**src/rtl/pixel_mem_pkg.sv**
```systemverilog
// ============================================================================
// Module   : pixel_mem_pkg
// Brief    : Shared types and geometry of the dual-port 512x16 pixel memory.
// Revision : 1.0 - initial release
// ============================================================================
`default_nettype none

package pixel_mem_pkg;

  localparam int PIXEL_ADDR_W    = 9;
  localparam int PIXEL_DATA_W    = 16;
  localparam int PIXEL_MEM_DEPTH = 512;

  typedef enum logic [1:0] {
    IDLE  = 2'd0,
    FILL  = 2'd1,
    FLUSH = 2'd2,
    DRAIN = 2'd3
  } frame_state_t;

endpackage

`default_nettype wire

```
**src/rtl/pixel_frame_streamer_if.sv**
```systemverilog
// ============================================================================
// Module   : pixel_frame_streamer_if
// Brief    : Control, pixel stream and memory-port bundle of the frame streamer.
// Revision : 1.0 - initial release
// ============================================================================
`default_nettype none

interface pixel_frame_streamer_if
  import pixel_mem_pkg::*;
#(
  parameter int ADDR_W = PIXEL_ADDR_W,
  parameter int DATA_W = PIXEL_DATA_W
);

  logic              start;
  logic              busy;
  logic              done;

  logic              in_valid;
  logic              in_ready;
  logic [DATA_W-1:0] in_data;

  logic              out_valid;
  logic              out_ready;
  logic [DATA_W-1:0] out_data;

  logic [ADDR_W-1:0] address_a;
  logic [DATA_W-1:0] data_a;
  logic              wren_a;
  logic [ADDR_W-1:0] address_b;
  logic [DATA_W-1:0] data_b;
  logic              wren_b;
  logic [DATA_W-1:0] q_b;
  logic              select;

  modport master (
    input  start, in_valid, in_data, out_ready, q_b,
    output busy, done, in_ready, out_valid, out_data,
    output address_a, data_a, wren_a, address_b, data_b, wren_b, select
  );

  modport slave (
    output start, in_valid, in_data, out_ready, q_b,
    input  busy, done, in_ready, out_valid, out_data,
    input  address_a, data_a, wren_a, address_b, data_b, wren_b, select
  );

endinterface

`default_nettype wire

```
**src/rtl/pixel_skid_buf.sv**
```systemverilog
// ============================================================================
// Module   : pixel_skid_buf
// Brief    : Two-entry output FIFO for read data, exposing its occupancy.
// Revision : 1.0 - initial release
// ============================================================================
`default_nettype none

module pixel_skid_buf
  import pixel_mem_pkg::*;
#(
  parameter int DATA_W = PIXEL_DATA_W
) (
  input  logic              clk,
  input  logic              n_rst,
  input  logic              push_i,
  input  logic [DATA_W-1:0] push_data_i,
  input  logic              pop_i,
  output logic              valid_o,
  output logic [DATA_W-1:0] data_o,
  output logic [1:0]        count_o
);

  logic [DATA_W-1:0] head_q;
  logic [DATA_W-1:0] tail_q;
  logic [1:0]        count_q;

  always_ff @(posedge clk or negedge n_rst) begin
    if (!n_rst) begin
      head_q  <= '0;
      tail_q  <= '0;
      count_q <= 2'd0;
    end else begin
      case ({push_i, pop_i})
        2'b10: begin
          if (count_q == 2'd0) begin
            head_q <= push_data_i;
          end else begin
            tail_q <= push_data_i;
          end
          count_q <= count_q + 2'd1;
        end
        2'b01: begin
          // Head only advances when a second word is waiting, so an empty
          // buffer keeps presenting the last word it delivered.
          if (count_q == 2'd2) begin
            head_q <= tail_q;
          end
          count_q <= count_q - 2'd1;
        end
        2'b11: begin
          if (count_q == 2'd2) begin
            head_q <= tail_q;
            tail_q <= push_data_i;
          end else begin
            head_q <= push_data_i;
          end
        end
        default: begin
        end
      endcase
    end
  end

  assign valid_o = (count_q != 2'd0);
  assign data_o  = head_q;
  assign count_o = count_q;

endmodule

`default_nettype wire

```
**src/rtl/pixel_frame_streamer.sv**
```systemverilog
// ============================================================================
// Module   : pixel_frame_streamer
// Brief    : Fills one frame into the pixel memory (port A), then drains it
//            back out (port B). PIXEL_FRAME_CNT_EN adds output frame_count.
// Revision : 1.0 - initial release
// ============================================================================
`default_nettype none

module pixel_frame_streamer
  import pixel_mem_pkg::*;
#(
  parameter int FRAME_WORDS = PIXEL_MEM_DEPTH,
  parameter int ADDR_W      = PIXEL_ADDR_W,
  parameter int DATA_W      = PIXEL_DATA_W
) (
  input  logic                   clk,
  input  logic                   n_rst,
  pixel_frame_streamer_if.master bus
`ifdef PIXEL_FRAME_CNT_EN
  ,
  output logic [7:0]             frame_count
`endif
);

  // One spare bit so the read counter can reach FRAME_WORDS without wrapping.
  localparam int               CNT_W     = ADDR_W + 1;
  localparam logic [CNT_W-1:0] LAST_WORD = CNT_W'(FRAME_WORDS - 1);
  localparam logic [CNT_W-1:0] WORDS     = CNT_W'(FRAME_WORDS);

  frame_state_t      state_q;
  logic [CNT_W-1:0]  wcnt_q;
  logic [CNT_W-1:0]  rcnt_q;
  logic [CNT_W-1:0]  ocnt_q;
  logic [ADDR_W-1:0] address_a_q;
  logic [ADDR_W-1:0] address_b_q;
  logic [DATA_W-1:0] data_a_q;
  logic              wren_a_q;
  logic              in_ready_q;
  logic              select_q;
  logic              busy_q;
  logic              done_q;
  logic              inflight_q;

  logic              w_in_fire;
  logic              w_out_fire;
  logic              w_out_valid;
  logic [DATA_W-1:0] w_out_data;
  logic [1:0]        w_buf_count;
  logic [2:0]        w_occ;
  logic              w_room;
  logic              w_rd_issue;
  logic              w_last_out;

  assign w_in_fire  = in_ready_q & bus.in_valid;
  assign w_out_fire = w_out_valid & bus.out_ready;
  assign w_last_out = (state_q == DRAIN) && w_out_fire && (ocnt_q == LAST_WORD);

  // A word popped this cycle frees its slot in time for a read issued now,
  // which is what sustains one word per cycle without overflowing.
  assign w_occ      = {1'b0, w_buf_count} + {2'b00, inflight_q};
  assign w_room     = (w_occ - {2'b00, w_out_fire}) < 3'd2;
  assign w_rd_issue = (state_q == DRAIN) && (rcnt_q < WORDS) && w_room;

  always_ff @(posedge clk or negedge n_rst) begin
    if (!n_rst) begin
      state_q     <= IDLE;
      wcnt_q      <= '0;
      rcnt_q      <= '0;
      ocnt_q      <= '0;
      address_a_q <= '0;
      address_b_q <= '0;
      data_a_q    <= '0;
      wren_a_q    <= 1'b0;
      in_ready_q  <= 1'b0;
      select_q    <= 1'b0;
      busy_q      <= 1'b0;
      done_q      <= 1'b0;
      inflight_q  <= 1'b0;
    end else begin
      wren_a_q   <= 1'b0;
      done_q     <= 1'b0;
      inflight_q <= w_rd_issue;
      case (state_q)
        IDLE: begin
          if (bus.start) begin
            state_q     <= FILL;
            wcnt_q      <= '0;
            rcnt_q      <= '0;
            ocnt_q      <= '0;
            address_b_q <= '0;
            in_ready_q  <= 1'b1;
            busy_q      <= 1'b1;
          end
        end
        FILL: begin
          if (w_in_fire) begin
            address_a_q <= wcnt_q[ADDR_W-1:0];
            data_a_q    <= bus.in_data;
            wren_a_q    <= 1'b1;
            wcnt_q      <= wcnt_q + CNT_W'(1);
            if (wcnt_q == LAST_WORD) begin
              state_q    <= FLUSH;
              in_ready_q <= 1'b0;
            end
          end
        end
        FLUSH: begin
          state_q  <= DRAIN;
          select_q <= 1'b1;
        end
        DRAIN: begin
          if (w_rd_issue) begin
            rcnt_q <= rcnt_q + CNT_W'(1);
            if (rcnt_q != LAST_WORD) begin
              address_b_q <= address_b_q + ADDR_W'(1);
            end
          end
          if (w_out_fire) begin
            ocnt_q <= ocnt_q + CNT_W'(1);
          end
          if (w_last_out) begin
            state_q  <= IDLE;
            done_q   <= 1'b1;
            busy_q   <= 1'b0;
            select_q <= 1'b0;
          end
        end
        default: begin
          state_q <= IDLE;
        end
      endcase
    end
  end

  pixel_skid_buf #(
    .DATA_W (DATA_W)
  ) u_skid_buf (
    .clk         (clk),
    .n_rst       (n_rst),
    .push_i      (inflight_q),
    .push_data_i (bus.q_b),
    .pop_i       (w_out_fire),
    .valid_o     (w_out_valid),
    .data_o      (w_out_data),
    .count_o     (w_buf_count)
  );

`ifdef PIXEL_FRAME_CNT_EN
  logic [7:0] frame_cnt_q;

  always_ff @(posedge clk or negedge n_rst) begin
    if (!n_rst) begin
      frame_cnt_q <= 8'd0;
    end else if (w_last_out) begin
      frame_cnt_q <= frame_cnt_q + 8'd1;
    end
  end

  assign frame_count = frame_cnt_q;
`endif

  assign bus.in_ready  = in_ready_q;
  assign bus.out_valid = w_out_valid;
  assign bus.out_data  = w_out_data;
  assign bus.busy      = busy_q;
  assign bus.done      = done_q;
  assign bus.address_a = address_a_q;
  assign bus.data_a    = data_a_q;
  assign bus.wren_a    = wren_a_q;
  assign bus.address_b = address_b_q;
  assign bus.data_b    = '0;
  assign bus.wren_b    = 1'b0;
  assign bus.select    = select_q;

endmodule

`default_nettype wire

```
**src/flat_wrapper.sv**
```systemverilog
// flat-port wrapper written by rule: the top's interface ports become plain ports
module pixel_frame_streamer_flat import pixel_mem_pkg::*;
#(
  parameter int FRAME_WORDS = PIXEL_MEM_DEPTH,
  parameter int ADDR_W      = PIXEL_ADDR_W,
  parameter int DATA_W      = PIXEL_DATA_W
)
  (clk, n_rst, bus_start, bus_in_valid, bus_in_data, bus_out_ready, bus_q_b, bus_busy, bus_done, bus_in_ready, bus_out_valid, bus_out_data, bus_address_a, bus_data_a, bus_wren_a, bus_address_b, bus_data_b, bus_wren_b, bus_select);
  pixel_frame_streamer_if #(.ADDR_W(ADDR_W), .DATA_W(DATA_W)) bus_i ();
  input  logic clk;
  input  logic n_rst;
  input wire logic [$bits(bus_i.start)-1:0] bus_start;
  input wire logic [$bits(bus_i.in_valid)-1:0] bus_in_valid;
  input wire logic [$bits(bus_i.in_data)-1:0] bus_in_data;
  input wire logic [$bits(bus_i.out_ready)-1:0] bus_out_ready;
  input wire logic [$bits(bus_i.q_b)-1:0] bus_q_b;
  output wire logic [$bits(bus_i.busy)-1:0] bus_busy;
  output wire logic [$bits(bus_i.done)-1:0] bus_done;
  output wire logic [$bits(bus_i.in_ready)-1:0] bus_in_ready;
  output wire logic [$bits(bus_i.out_valid)-1:0] bus_out_valid;
  output wire logic [$bits(bus_i.out_data)-1:0] bus_out_data;
  output wire logic [$bits(bus_i.address_a)-1:0] bus_address_a;
  output wire logic [$bits(bus_i.data_a)-1:0] bus_data_a;
  output wire logic [$bits(bus_i.wren_a)-1:0] bus_wren_a;
  output wire logic [$bits(bus_i.address_b)-1:0] bus_address_b;
  output wire logic [$bits(bus_i.data_b)-1:0] bus_data_b;
  output wire logic [$bits(bus_i.wren_b)-1:0] bus_wren_b;
  output wire logic [$bits(bus_i.select)-1:0] bus_select;
  assign bus_i.start = bus_start;
  assign bus_i.in_valid = bus_in_valid;
  assign bus_i.in_data = bus_in_data;
  assign bus_i.out_ready = bus_out_ready;
  assign bus_i.q_b = bus_q_b;
  assign bus_busy = bus_i.busy;
  assign bus_done = bus_i.done;
  assign bus_in_ready = bus_i.in_ready;
  assign bus_out_valid = bus_i.out_valid;
  assign bus_out_data = bus_i.out_data;
  assign bus_address_a = bus_i.address_a;
  assign bus_data_a = bus_i.data_a;
  assign bus_wren_a = bus_i.wren_a;
  assign bus_address_b = bus_i.address_b;
  assign bus_data_b = bus_i.data_b;
  assign bus_wren_b = bus_i.wren_b;
  assign bus_select = bus_i.select;
  pixel_frame_streamer #(.FRAME_WORDS(FRAME_WORDS), .ADDR_W(ADDR_W), .DATA_W(DATA_W)) u_core (.clk(clk), .n_rst(n_rst), .bus(bus_i));
endmodule
```
**config.mk**
```make
export PLATFORM = sky130hd
export DESIGN_NAME = pixel_frame_streamer_flat
export DESIGN_NICKNAME = d
export VERILOG_FILES = /design/src/rtl/pixel_mem_pkg.sv /design/src/rtl/pixel_frame_streamer_if.sv /design/src/rtl/pixel_skid_buf.sv /design/src/rtl/pixel_frame_streamer.sv /design/src/flat_wrapper.sv
export SDC_FILE = /design/constraint.sdc
export NUM_CORES = 1
export LEC_CHECK = 0
export ABC_AREA = 1
export ABC_CLOCK_PERIOD_IN_PS = 3000
export CORE_ASPECT_RATIO = 0.9
export CORE_MARGIN = 3
export CORE_UTILIZATION = 52
export CTS_CLUSTER_DIAMETER = 50
export CTS_CLUSTER_SIZE = 16
export DETAILED_ROUTE_END_ITERATION = 8
export HOLD_SLACK_MARGIN = 0.12
export PLACE_DENSITY = 0.8
export SLEW_MARGIN = 5
export SYNTH_ARGS = -nofsm -noshare
export SYNTH_HDL_FRONTEND = slang
export SYNTH_HIERARCHICAL = 1
export SYNTH_SLANG_ARGS = --single-unit
```
**constraint.sdc**
```tcl
create_clock -name clk -period 3 [get_ports clk]
set_input_delay 0.6 -clock clk [delete_from_list [all_inputs] [get_ports clk]]
set_output_delay 0.6 -clock clk [all_outputs]
set_load 0.05 [all_outputs]
```
==> flow_metrics.py <==
metrics = {
    "run_status": {
        "run_status": "complete, no violations",
    },
    "floorplanning": {
        "die_height_um": 104,
        "die_w_um": 115,
        "pin_count": 110,
        "initial_utilization_pct": 53.9,
        "dieArea_um2": 12000,
        "fp-row-count": 35,
        "fp.coreArea_um2": 10300,
    },
    "logic_synthesis": {
        "synth_area_um2": 5570,
        "synthFlopType": "dfrtp_1",
        "async_flop_share_pct": 100,
        "synth_edf_count": 0,
        "synth.area.top_cells": "dfrtp_1, nand2_1, nand3_1",
        "synth_area_leader_cell": "dfrtp_1",
        "ys_seq_area_share_pct": 47.6,
        "synth_cells": 720,
        "yosysMostFrequentCell": "nand2_1",
        "yosys_register_bits": 106,
        "synthTopCellsByCount": "nand2_1, dfrtp_1, nand3_1",
        "yosysUniqueCellTypes": 35,
        "ys_warn_count": 6,
        "synth.avg_cell_area_um2": 7.73,
        "synth_top_area_share_pct": 47.6,
    },
    "clock_network": {
        "cts_num_sinks": 106,
        "clock_latency_ps": 350,
        "path_clk_slew_ps": 70,
        "cts_buffer_depth": 2,
        "ctsResizeCount": 0,
        "cts_buffers": 9,
        "postCtsHoldBufs": 0,
        "h-tree-depth": 3,
        "tritoncts": "done",
        "cts_root_buf": "clkbuf_16",
        "post-cts-setup-buffers": 0,
    },
    "detailed_routing": {
        "top_layer_used": "met4",
        "drtPass1Iterations": 5,
        "via_per_inst": 5.14,
        "postRouteAntennaNets": 0,
        "postRouteWirelength_um": 12700,
        "wl_met2_um": 6160,
        "drtIter0Drc": 345,
        "drcViolationCount": 0,
        "wl_per_cell_um": 13.4,
        "vias": 4869,
        "dr_wl_met3_um": 628,
        "met1Wirelength_um": 5720,
    },
    "worst_setup_path": {
        "worstPathRequired_ps": 3220,
        "critPathTopFamily": "buffers and inverters",
        "crit_type": "in -> reg",
        "crit_slowest_cell": "fa_1",
        "crit_buf_inv": 2,
        "critPathMaxStageDelay_ps": 560,
        "arrival_ps": 2860,
        "ff2ff_path_depth": 14,
        "worstPathMaxFanout": 12,
        "start_kind": "primary input",
        "worstPathCellList": "clkdlybuf4s50_1 -> nand2_1 -> nor2_1 -> o21ai_0 -> fa_1 -> nand2_4 -> nor2_4 -> nand2_4 -> a21oi_4 -> inv_2 -> nand2_1 -> o21ai_1",
        "cp_num_cells": 12,
        "end_kind": "flop",
    },
    "power_and_ir_drop": {
        "leakagePower_nw": 3.41,
        "ir_drop_mv": 0.509,
        "power_density_nw_per_um2": 930,
        "p_total_mw": 6.37,
    },
    "run": {
        "drv_cap": 0,
    },
    "global_route": {
        "grt_antenna_before_repair": 0,
        "grt-ovfl-total": 0,
        "grt_max_degree": 50,
        "track_usage_pct": 22.8,
        "grt_pass1_vias": 4820,
        "grt_pass1_wl_um": 22500,
    },
    "placement": {
        "dp.cells": 931,
        "hpwl_um": 9130,
        "gp_congestion": 0.849,
        "port_buffers": 92,
    },
    "sta": {
        "finalSetupViolations": 0,
        "drv_slew": 0,
        "post-route-period-util_pct": 87.8,
        "max_slew_margin_pct": 40.6,
        "max_freq_mhz": 380,
        "hold_violations": 0,
        "rsz0062_at_grt": "no",
        "fin_skew_ps": 9.32,
        "finalCriticalPeriod_ps": 2630,
        "worst_slew_pin_slew_ps": 891,
    },
    "layout": {
        "final_layout_size_suffix_gt1_share_pct": 7.95,
        "antenna_cells": 0,
        "area_growth_pct": 23.0,
        "num-nets-final": 862,
        "final_cells": 947,
    },
    "hold_path": {
        "hp-class": "in -> async",
    },
}
[worst paths after layout]
path	end	start	slack, ps
min	u_core/u_skid_buf/tail_q[11]	n_rst	210
max	u_core/rcnt_q[5]	bus_out_ready	370
max in group asynchronous	u_core/bus.data_a[8]	n_rst	2100
min in group clk	u_core/bus.address_a[7]	u_core/bus.address_a[7]	470
min reg2reg	u_core/bus.address_a[7]	u_core/bus.address_a[7]	470
max reg2reg	u_core/rcnt_q[5]	u_core/u_skid_buf/count_o[0]	400
[cells by family after synthesis]
kind of cell / share of synthesized area [%]
other: 0.0673
XOR/XNOR: 0.786
AND/OR/NAND/NOR: 35.0
adder cells (fa/ha/maj): 2.83
buffers and inverters: 8.02
flip-flops: 47.6
AO/OA/AOI/OAI: 5.64
[routing by layer]
layer  track usage [%]  vias up
li1                  -     2417
met1              30.4     2293
met2              37.1      146
met3              4.42       13
met4              7.71        0
met5                 0        -
[registers in the layout (all words and copies together), names as in the netlist, 2 cells and up]
name and cells:
u_core/u_skid_buf/tail_q 16, u_core/bus.address_b 9, u_core/u_skid_buf/count_o 2, u_core/u_skid_buf/data_o 16, u_core/bus.data_a 16, u_core/wcnt_q 10, u_core/state_q 2, u_core/bus.address_a 9
u_core/rcnt_q 10, u_core/ocnt_q 10
[power by group]
part / switching, mW / internal [mW]
clock network: 0.518 / 0.692
registers: 0.256 / 1.82
logic: 2.13 / 0.946
[final cells by class]
type | instances | area, um^2
fillers | 894 | 3480
flip-flops and latches | 106 | 2650
multi-input cells | 541 | 2530
repair buffers | 100 | 991
clock buffers | 12 | 256
inverters | 55 | 209
well taps | 129 | 161
clock inverters | 4 | 50.0
[through the flow]
| stage | setup WS [ps] | setup TNS, ps | hold WS [ps] | util, % | area [um^2] |
|---|---|---|---|---|---|
| 3_5_place_dp | -5.32 | -5.32 | 458 | 63.3 | 6540 |
| 6_report | 365 | 0 | 211 | 66.3 | 6850 |
| 2_1_floorplan | 281 | 0 | 304 | - | 5630 |
| 5_1_grt | 134 | 0 | 248 | 66.3 | 6850 |
| 4_1_cts | 359 | 0 | 221 | 66.3 | 6850 |
| 3_3_place_gp | 157 | 0 | 454 | 63.3 | 6540 |
[placed cells by master (no fill, tap or decap), types with 9 or more instances in the layout]
| master | instances |
|---|---|
| a21oi_1 | 15 |
| clkbuf_16 | 9 |
| clkdlybuf4s50_1 | 91 |
| conb_1 | 17 |
| dfrtp_1 | 106 |
| ha_1 | 11 |
| inv_1 | 45 |
| inv_2 | 9 |
| nand2_1 | 300 |
| nand3_1 | 75 |
| nand4_1 | 9 |
| nor2_1 | 48 |
| o21ai_0 | 20 |
(Power assumes the default switching activity.)
